`src/rtl/fb_pkg.sv`:
```
// Shared types and constants for the frame-buffer scanout engine.
// The colour-bar generator is built only when FB_SCANOUT_TEST_PATTERN_EN is defined.
package fb_pkg;

  localparam int PIX_W = 15;
  typedef logic [PIX_W-1:0] pixel_t;

  typedef enum logic [1:0] {
    IDLE  = 2'd0,
    RUN   = 2'd1,
    DRAIN = 2'd2
  } scan_state_t;

  localparam int H_ACTIVE_DEF = 640;
  localparam int V_ACTIVE_DEF = 480;
  localparam int FRAME_PIXELS = H_ACTIVE_DEF * V_ACTIVE_DEF;

  // RGB555 colour bars, R in [14:10], G in [9:5], B in [4:0]
  localparam pixel_t BAR_WHITE   = 15'h7FFF;
  localparam pixel_t BAR_YELLOW  = 15'h7FE0;
  localparam pixel_t BAR_CYAN    = 15'h03FF;
  localparam pixel_t BAR_GREEN   = 15'h03E0;
  localparam pixel_t BAR_MAGENTA = 15'h7C1F;
  localparam pixel_t BAR_RED     = 15'h7C00;
  localparam pixel_t BAR_BLUE    = 15'h001F;
  localparam pixel_t BAR_BLACK   = 15'h0000;

  function automatic int frame_pixels(input int h, input int v);
    return h * v;
  endfunction

  // Counter width that still works for a dimension of 1.
  function automatic int cnt_width(input int n);
    return (n > 1) ? $clog2(n) : 1;
  endfunction

  function automatic pixel_t bar_color(input logic [2:0] idx);
    pixel_t c;
    case (idx)
      3'd0:    c = BAR_WHITE;
      3'd1:    c = BAR_YELLOW;
      3'd2:    c = BAR_CYAN;
      3'd3:    c = BAR_GREEN;
      3'd4:    c = BAR_MAGENTA;
      3'd5:    c = BAR_RED;
      3'd6:    c = BAR_BLUE;
      default: c = BAR_BLACK;
    endcase
    return c;
  endfunction

endpackage

```
`src/rtl/fb_out_fifo.sv`:
```
// Two-entry output buffer between the RAM read return and the pixel stream.
// Push and pop may happen in the same cycle; a push into a full buffer
// without a pop is dropped (the read-issue rule never lets that happen).
module fb_out_fifo #(
  parameter int DATA_WIDTH = 15
) (
  input  logic                  clk,
  input  logic                  rst,
  input  logic                  push,
  input  logic [DATA_WIDTH-1:0] push_data,
  input  logic                  pop,
  output logic [1:0]            count,
  output logic [DATA_WIDTH-1:0] head
);

  logic [DATA_WIDTH-1:0] mem [2];
  logic                  wr_ptr;
  logic                  rd_ptr;
  logic                  do_push;
  logic                  do_pop;

  assign do_pop  = pop && (count != 2'd0);
  assign do_push = push && ((count != 2'd2) || do_pop);
  assign head    = mem[rd_ptr];

  // Storage, pointers and occupancy.
  always_ff @(posedge clk) begin
    if (rst) begin
      mem[0] <= '0;
      mem[1] <= '0;
      wr_ptr <= 1'b0;
      rd_ptr <= 1'b0;
      count  <= 2'd0;
    end else begin
      if (do_push) begin
        mem[wr_ptr] <= push_data;
        wr_ptr      <= ~wr_ptr;
      end
      if (do_pop) begin
        rd_ptr <= ~rd_ptr;
      end
      count <= count + 2'(do_push) - 2'(do_pop);
    end
  end

endmodule

```
`src/rtl/fb_scanout.sv`:
```
// Frame-buffer scanout: raster-order RAM reads into a valid/ready pixel stream
// with start-of-frame / end-of-line markers and a frame_done pulse.
// Optional feature macro: FB_SCANOUT_TEST_PATTERN_EN (internal colour bars).
//
// state | meaning
// IDLE  | no reads, waiting for en
// RUN   | issuing reads whenever buffer + in-flight leaves room
// DRAIN | frame's last read issued with en low; emptying buffer
module fb_scanout
  import fb_pkg::*;
#(
  parameter int ADDRESS_WIDTH = 20,
  parameter int DATA_WIDTH    = 15,
  parameter int H_ACTIVE      = 640,
  parameter int V_ACTIVE      = 480
) (
  input  logic                     clk,
  input  logic                     rst,
  input  logic                     en,
  input  logic                     test_mode,
  output logic                     READ_EN,
  output logic [ADDRESS_WIDTH-1:0] rd_addr,
  input  logic [DATA_WIDTH-1:0]    rd_data,
  output logic [DATA_WIDTH-1:0]    m_data,
  output logic                     m_valid,
  input  logic                     m_ready,
  output logic                     m_sof,
  output logic                     m_eol,
  output logic                     frame_done
);

  localparam int FRAME_PX = frame_pixels(H_ACTIVE, V_ACTIVE);
  localparam int XW       = cnt_width(H_ACTIVE);
  localparam int YW       = cnt_width(V_ACTIVE);

  localparam logic [ADDRESS_WIDTH-1:0] LAST_ADDR = ADDRESS_WIDTH'(FRAME_PX - 1);
  localparam logic [XW-1:0]            X_LAST    = XW'(H_ACTIVE - 1);
  localparam logic [YW-1:0]            Y_LAST    = YW'(V_ACTIVE - 1);

  scan_state_t               state_q;
  scan_state_t               state_d;
  logic [ADDRESS_WIDTH-1:0]  rd_addr_q;
  logic                      inflight_q;
  logic                      issue;
  logic                      pop;
  logic [XW-1:0]             x_q;
  logic [YW-1:0]             y_q;
  logic [1:0]                fifo_count;
  logic [DATA_WIDTH-1:0]     fifo_head;
  logic [DATA_WIDTH-1:0]     push_data;
  logic [2:0]                occupancy;
  logic                      last_addr;

  assign m_valid   = (fifo_count != 2'd0);
  assign pop       = m_valid && m_ready;
  assign occupancy = 3'(fifo_count) + 3'(inflight_q);
  assign last_addr = (rd_addr_q == LAST_ADDR);
  assign rd_addr   = rd_addr_q;

  // Next-state and read-issue decision.
  always_comb begin
    state_d = state_q;
    issue   = 1'b0;
    case (state_q)
      IDLE: begin
        if (en) state_d = RUN;
      end
      RUN: begin
        issue = (occupancy < (3'd2 + 3'(pop)));
        if (issue && last_addr && !en) state_d = DRAIN;
      end
      DRAIN: begin
        if (!inflight_q && (fifo_count == 2'd0)) state_d = IDLE;
      end
      default: state_d = IDLE;
    endcase
  end

  // State register.
  always_ff @(posedge clk) begin
    if (rst) state_q <= IDLE;
    else     state_q <= state_d;
  end

  // Read address (wraps at frame end) and in-flight tracking.
  always_ff @(posedge clk) begin
    if (rst) begin
      rd_addr_q  <= '0;
      inflight_q <= 1'b0;
    end else begin
      inflight_q <= issue;
      if (issue) rd_addr_q <= last_addr ? '0 : rd_addr_q + 1'b1;
    end
  end

`ifdef FB_SCANOUT_TEST_PATTERN_EN
  localparam int BAR_W = (H_ACTIVE >= 8) ? (H_ACTIVE / 8) : 1;

  logic                  tp_q;
  logic                  tp_now;
  logic                  tp_inflight_q;
  logic [DATA_WIDTH-1:0] tp_pix_q;
  logic [XW-1:0]         rd_x_q;
  logic [2:0]            bar_idx;

  // test_mode only takes effect on the read of address 0.
  assign tp_now    = (rd_addr_q == '0) ? test_mode : tp_q;
  assign READ_EN   = issue && !tp_now;
  assign push_data = tp_inflight_q ? tp_pix_q : rd_data;

  // Bar index from the read-side column, last bar absorbs any remainder.
  always_comb begin
    bar_idx = 3'd7;
    if ((32'(rd_x_q) / BAR_W) < 8) bar_idx = 3'(32'(rd_x_q) / BAR_W);
  end

  // Generated pixel follows the same one-cycle path as a RAM read.
  always_ff @(posedge clk) begin
    if (rst) begin
      tp_q          <= 1'b0;
      tp_inflight_q <= 1'b0;
      tp_pix_q      <= '0;
      rd_x_q        <= '0;
    end else begin
      tp_inflight_q <= issue && tp_now;
      if (issue) begin
        tp_q     <= tp_now;
        tp_pix_q <= DATA_WIDTH'(bar_color(bar_idx));
        rd_x_q   <= (rd_x_q == X_LAST) ? '0 : rd_x_q + 1'b1;
      end
    end
  end
`else
  logic unused_test_mode;
  assign unused_test_mode = test_mode;
  assign READ_EN          = issue;
  assign push_data        = rd_data;
`endif

  fb_out_fifo #(
    .DATA_WIDTH (DATA_WIDTH)
  ) u_fifo (
    .clk       (clk),
    .rst       (rst),
    .push      (inflight_q),
    .push_data (push_data),
    .pop       (pop),
    .count     (fifo_count),
    .head      (fifo_head)
  );

  // Output raster position, advanced on each accepted pixel.
  always_ff @(posedge clk) begin
    if (rst) begin
      x_q <= '0;
      y_q <= '0;
    end else if (pop) begin
      if (x_q == X_LAST) begin
        x_q <= '0;
        y_q <= (y_q == Y_LAST) ? '0 : y_q + 1'b1;
      end else begin
        x_q <= x_q + 1'b1;
      end
    end
  end

  assign m_data     = m_valid ? fifo_head : '0;
  assign m_sof      = m_valid && (x_q == '0) && (y_q == '0);
  assign m_eol      = m_valid && (x_q == X_LAST);
  assign frame_done = pop && (x_q == X_LAST) && (y_q == Y_LAST);

endmodule

```
`config.mk`:
```
export PLATFORM = sky130hd
export DESIGN_NAME = fb_scanout
export DESIGN_NICKNAME = d
export VERILOG_FILES = /design/src/rtl/fb_pkg.sv /design/src/rtl/fb_out_fifo.sv /design/src/rtl/fb_scanout.sv
export SDC_FILE = /design/constraint.sdc
export NUM_CORES = 1
export LEC_CHECK = 0
export ABC_AREA = 1
export ABC_CLOCK_PERIOD_IN_PS = 2500
export CAP_MARGIN = 10
export CELL_PAD_IN_SITES_DETAIL_PLACEMENT = 0
export CELL_PAD_IN_SITES_GLOBAL_PLACEMENT = 1
export CORE_MARGIN = 1
export CORE_UTILIZATION = 40
export DETAILED_ROUTE_END_ITERATION = 10
export PLACE_DENSITY_LB_ADDON = 0.15
export SLEW_MARGIN = 5
export SYNTH_ARGS = -nofsm -noshare
export SYNTH_HDL_FRONTEND = slang
export SYNTH_HIERARCHICAL = 1
export SYNTH_SLANG_ARGS = --single-unit
```
`constraint.sdc`:
```
create_clock -name clk -period 2.5 [get_ports clk]
set_clock_uncertainty 0.15 [all_clocks]
set_input_delay 0.375 -clock clk [delete_from_list [all_inputs] [get_ports clk]]
set_output_delay 0.375 -clock clk [all_outputs]
set_load 0.1 [all_outputs]
```
Yosys cells after proc, flatten, opt, wreduce, memory -nomap -nowiden. Memory sizes are Yosys's and may differ from the RTL's. A register that Yosys moved wholly into a read port is not among the register bits. Index checks and enable logic that the tools add are counted.

Bits in registers: 46. Word-level logic and storage cells: 69. Bits in writable memories: 30. Memories kept: 1. Input port bits: 20. Output and inout port bits: 40.

Memory list: u_fifo.mem (depth 2, width 15, rd ports 1, clocked after Yosys merged registers in 1, wr ports 2, RTL line fb_out_fifo.sv:16) `logic [DATA_WIDTH-1:0] mem [2];`.

Mux-type cells: 19. $add $sub $neg: 7. Eq/ne operators: 9. Reductions and logical operators: 22. $lt $le $gt $ge: 1. Bitwise gates (word level): 2.

Operators by type and width (count): 2-to-1 mux 15 bit (2); adder 20 x 1 -> 20 bit, second input constant (1); == test 20 x 19 -> 1 bit, second input constant (1); 2-to-1 mux 20 bit (1); OR reduction 15 bit (1); logical AND 1 bit (11); adder 10 x 1 -> 10 bit, second input constant (1); == test 10 bit, second input constant (1); logical NOT 10 bit (1); 2-to-1 mux 1 bit (10); 2-to-1 mux 10 bit (1); adder 9 x 1 -> 9 bit, second input constant (1); == test 9 bit, second input constant (1); logical NOT 9 bit (1); 2-to-1 mux 9 bit (1); inequality test 2 bit, second input constant (4); 2-to-1 mux 2 bit (3); one-hot mux 2 bit (3 select lines) (1); logical NOT 2 bit (2); adder 2 x 1 -> 3 bit (1); adder 2 x 1 -> 3 bit, first input constant (1); < comparator 3 bit (1); AND reduction 3 bit (1); adder 2 x 1 -> 2 bit (1); 8 further kinds (10).

Depth between registers and ports, before layout.
Depth after elaboration: 10. Gate-level depth with buffers: 13. Gate-level depth less buffers: 13.

Modules after synthesis. Netlist, hierarchy kept.

By module, submodules not included: fb_scanout (seq. area each 840.8 um2, instances 1, area an instance 2593.7 um2, cells an instance 405); fb_out_fifo (seq. area each 1001.0 um2, instances 1, area an instance 1617.8 um2, cells an instance 133).

Worst setup path after synthesis. Ideal clock, no wire load.

Path kind: reg-to-output. Start point: register u_fifo.count[1]. End point: output port m_sof. Buffers on the path: 0. Arrival time: 3805 ps. Data required time: 1975 ps. Setup slack: -1830 ps. Stages on the path, launching flop included: 5. Path through: dfxtp_1 inv_2 nand2_4 nand4_1 nor4_1.

Word-level cells in the longest chain between the ends: 3.

RTL lines: from (decl) (RTL line fb_out_fifo.sv:12) `output logic [1:0] count,`; from (signal assigned) (RTL line fb_out_fifo.sv:42) `count <= count + 2'(do_push) - 2'(do_pop);`; nonzero test 2 bit (RTL line fb_scanout.sv:54) `assign m_valid = (fifo_count != 2'd0);`; net m_valid (RTL line fb_scanout.sv:25) `output logic m_valid,`; logical AND 1 bit (2 in series) (RTL line fb_scanout.sv:168) `assign m_sof = m_valid && (x_q == '0) && (y_q == '0);`; to (decl) (RTL line fb_scanout.sv:27) `output logic m_sof,`.

The timed path passes the listed nets, and every way through them passes these cells.

Final worst setup path.
Start point: register u_fifo.count[0]. End point: output port READ_EN.

Word-level cells in the longest chain between the ends: 5. Elaborated cells on any way between the ends: 6. Those cells by class: add/sub: 2; order compare: 1; mux: 1; reduce/logical: 2.

RTL lines: nonzero test 2 bit (RTL line fb_scanout.sv:54); logical AND 1 bit (RTL line fb_scanout.sv:55) `assign pop = m_valid && m_ready;`; adder 2 x 1 -> 3 bit (RTL line fb_scanout.sv:69) `issue = (occupancy < (3'd2 + 3'(pop)));`; < comparator 3 bit (*) (RTL line fb_scanout.sv:69); 2-to-1 mux 1 bit (*) (RTL line fb_scanout.sv:64) `case (state_q)`; to (decl) (RTL line fb_scanout.sv:21) `output logic READ_EN,`.

Every way passes the cells marked *; elsewhere a longest branch is shown, timed or not.

==> results.txt <==
----------------------------------------------------
[Run status]
  Outcome ... finished clean

[STA]
  # setup viols final ... 0
  Setup ws final ... 0.147 ns
  Worst-Margin Slew ... approximately 0.67 ns
  Relative slew slack ... 0.552
  Fin crit share ... 0.941
  Final hold violations ... 0
  Min Clock Period, post-route ... around 2.4 ns
  Maximum frequency from static timing analysis ... between 400 and 500 MHz
  Unrepaired setup endpoints after global routing ... no
  Total negative slack ... 0 ns
  Max Slew Vio Count ... 0

[Min path]
  Cell depth of the worst hold path ... 2
  Hold path endpoint ... state_q[1]
  Worst hold-check path type ... reg -> reg
  Min-Delay Startpoint ... state_q[0]

[Final layout]
  Most common library cell in the layout ignoring fill and taps ... sky130_fd_sc_hd__nor2_1
  ANT cells ... 0
  Finished Cell Area ... about 5400 sq um
  Top library cells by usage in the layout, fill and taps aside ... 97 x sky130_fd_sc_hd__nor2_1, 92 x sky130_fd_sc_hd__nand2_1, 87 x sky130_fd_sc_hd__inv_1
  Share of layout cells above drive strength 1 ... 0.210
  Area of combinational cells with multiple inputs ... just under 2000 sq um
  Number of filler instances in the final layout ... just under 1000
  Area of all sequential standard cells ... approximately 1800 sq um
  Final instance count without filler cells ... roughly 750
  Layout Nets ... roughly 640
  Synthesis-to-layout area growth ... 28.0%

[Synth]
  Post-synthesis cell area ... approximately 4200 sq um
  Mux cell area share after synthesis ... 0.0490
  Part of the Yosys area used for sequential elements ... 0.437
  Top cell type by total area after synthesis ... sky130_fd_sc_hd__dfxtp_1
  Top-area cell type share of the netlist area ... 0.223
  Combinational family with the most area after synthesis ... simple AND/OR/NAND/NOR gates
  Async set-or-reset flop fraction in the synthesized netlist ... 0
  Primary flip-flop cell chosen by synthesis mapping ... sky130_fd_sc_hd__dfxtp_1
  Net count of the mapped netlist ... 567
  Area share of xor/xnor cells in the synthesized design ... 0.00832
  Number of flops mapped to enable cells by yosys ... 30
  Cells after synthesis ... 538
  Number of warning messages in the yosys log ... 6
  Compound-Gate Fraction of Synth Area ... 0.0544
  Adder-Cell Fraction of Synth Area ... 0.0267
  Simple logic cell fraction of the synthesized area ... 0.319
  Number of distinct standard cells referenced by the synthesized netlist ... 39
  Top post-synthesis cells by area ... sky130_fd_sc_hd__dfxtp_1 22%, sky130_fd_sc_hd__edfxtp_1 21%, sky130_fd_sc_hd__nor2_1 9.7%, sky130_fd_sc_hd__nand2_1 8.2%, sky130_fd_sc_hd__inv_1 7.8%
  Number of flip-flops and latches in the synthesized netlist ... 77
  Post-synthesis average cell area ... between 7 and 8 sq um

[Setup path]
  Source of the worst register-to-register timing path ... u_fifo/count[0]
  Most used cell along the critical path ... sky130_fd_sc_hd__ha_1
  Number of cells on the worst reg-to-reg path ... 13
  Required arrival time at the worst endpoint ... roughly 2 ns
  Critical path cell sequence ... buf_4 -> ha_1 -> ha_1 -> nand2_2 -> nand3_2 -> inv_1 -> buf_12
  CP max FO ... 4
  Class of the most critical setup path ... reg -> out
  Setup slack of the worst register-to-register path ... between 0.3 and 0.4 ns
  Capture instance of the worst register-to-register path ... u_fifo/count[1]
  CP peak stage delay ... between 0.3 and 0.4 ns
  Critical Path End Type ... output pin
  Startpoint class of the critical path ... register
  Worst-path cell with the longest stage delay ... sky130_fd_sc_hd__dfxtp_1
  Data arrival time at the worst-slack endpoint ... roughly 1.8 ns

[Clock tree]
  H-tree depth ... 3
  CTS tree ... built
  Longest Clk Path Bufs ... 2
  Hold-fix buffer count after cts ... 0
  Master cell of the clock root buffer ... sky130_fd_sc_hd__clkbuf_8
  TritonCTS Sinks ... 77
  CTS Buf Count ... 9
  Clock latency of the later-clocked register in the worst-skew pair ... about 0.34 ns
  Clock transition at path regs ... around 0.080 ns

[Floorplanning]
  Site row count ... 37
  Count of pins on the block boundary ... 60
  Placeable core region ... between 10000 and 15000 sq um
  Initial cell density of the core ... 0.410
  Die height ... around 100 um
  Width of the chip ... 105 um
  Floorplan die area ... about 11000 sq um

[Global route]
  Vias in the first global route ... 3335
  Wire length of the first global-routing pass ... roughly 15 mm
  Overall fraction of global-route tracks in use ... 0.175
  Final global-route overflow total ... 0
  Maximum number of pins on one net before global-route repair ... 18
  Number of antenna violations at the first check in global routing ... 0

[Placement]
  Final estimated routing congestion in global placement ... 0.810
  Post-Place Cell Area ... a little over 5000 sq um
  Detailed Place HPWL ... between 6 and 7 mm
  Cell Count Post-Placement ... 737
  Number of input and output port buffers inserted ... 58
  Setup WS pre-CTS ... around 0.11 ns

[Pwr]
  Power density of the placed cells ... between 500 and 600 nW/um^2
  Power consumption ... ~2.8 mW
  Leakage power total ... approximately 2.2 nW
  Worst IR Drop VDD ... around 270 uV

[Detailed routing]
  Sum of routed wire length over all layers ... ~9 mm
  DR pass1 iterations ... 4
  WL/cell ... 12.0 um
  Count of nets left with antenna violations after detail routing ... 0
  Total DRC errors in the routed layout ... 0
  Detailed-route via count ... approximately 3500
  Initial DRC count ... 181
  Drt via density ... ~4.7

[Job]
  Max-cap violations ... 0

----------------------------------------------------
[state kept, by name, indices dropped and copies added, names as in the netlist, named ones only]
| name | flops |
|---|---|
| u_fifo/mem | 30 |
| state_q | 2 |
| rd_addr | 20 |
| y_q | 9 |
| u_fifo/count | 2 |
| u_fifo/rd_ptr | 1 |
| u_fifo/wr_ptr | 1 |
| inflight_q | 1 |
| x_q | 10 |
[cell usage after synthesis, types with 5 or more instances]
library cell,count
sky130_fd_sc_hd__buf_6,6
sky130_fd_sc_hd__dfxtp_1,47
sky130_fd_sc_hd__o21ai_0,5
sky130_fd_sc_hd__nor3_1,14
sky130_fd_sc_hd__nor2_1,109
sky130_fd_sc_hd__nand4_1,14
sky130_fd_sc_hd__edfxtp_1,30
sky130_fd_sc_hd__mux2_4,10
sky130_fd_sc_hd__mux2_2,5
sky130_fd_sc_hd__a21oi_1,27
sky130_fd_sc_hd__ha_1,9
sky130_fd_sc_hd__nand3_1,28
sky130_fd_sc_hd__inv_1,87
sky130_fd_sc_hd__nor2_2,6
sky130_fd_sc_hd__nand2_1,92
[worst max-delay path: cells and delay by family, from the launching register on]
family	cells	cell delay [ns]
buffers and inverters	3	0.51
AND/OR/NAND/NOR	2	0.18
adder cells (fa/ha/maj)	2	0.46
flip-flops	1	0.34
[layout make-up]
type                            instances  area share
Clock buffer                           10      0.0237
Clock inverter                          6      0.0118
Inverter                               93      0.0648
Multi-Input combinational cell        357       0.365
Sequential cell                        77       0.342
Tap cell                              136      0.0316
Timing Repair Buffer                   75       0.162
[layer usage]
| layer | share of wire | global-route usage |
|---|---|---|
| met1 | 0.49 | 0.230 |
| met2 | 0.46 | 0.289 |
| met3 | 0.035 | 0.0293 |
| met4 | 0.016 | 0.0624 |
| met5 | 0 | 0 |
[how the worst max path moves through the flow]
stage / start / end / slack (ns) / depth (start not counted)
5_1_grt: x_q[1] / frame_done / 0.002 / 8
6_report: u_fifo/count[0] / READ_EN / 0.15 / 7
4_1_cts: y_q[0] / frame_done / 0.1 / 6
3_3_place_gp: m_ready / u_fifo/count[1] / 0.12 / 13
2_1_floorplan: u_fifo/count[1] / m_sof / -0.66 / 4
3_5_place_dp: m_ready / u_fifo/count[1] / 0.11 / 13
[report_power, final]
| part | total (mW) | switching (mW) | internal, mW |
|---|---|---|---|
| clock | 0.932 | 0.472 | 0.460 |
| sequential | 1.35 | 0.0161 | 1.34 |
| combinational | 0.488 | 0.316 | 0.172 |
| total | 2.77 | 0.804 | 1.97 |
[timing repair]
action,in CTS,in global routing
endpoints found under the setup margin,0,1
setup buffers,0,1
hold endpoints to repair,0,0
gates resized for setup,0,1
[cell families after synthesis]
group,Yosys count
flops,77
xor+xnor,4
mux,15
simple gates,288
buf+inv,104
fa+ha+maj,9
compound gates,41
[stage by stage]
stage          hold slack [ns]  utilization
3_5_place_dp             0.324        0.505
6_report                 0.324        0.524
5_1_grt                  0.366        0.524
4_1_cts                  0.327        0.523
3_3_place_gp             0.315        0.505
2_1_floorplan            0.296            -
(Power assumes the default switching activity.)
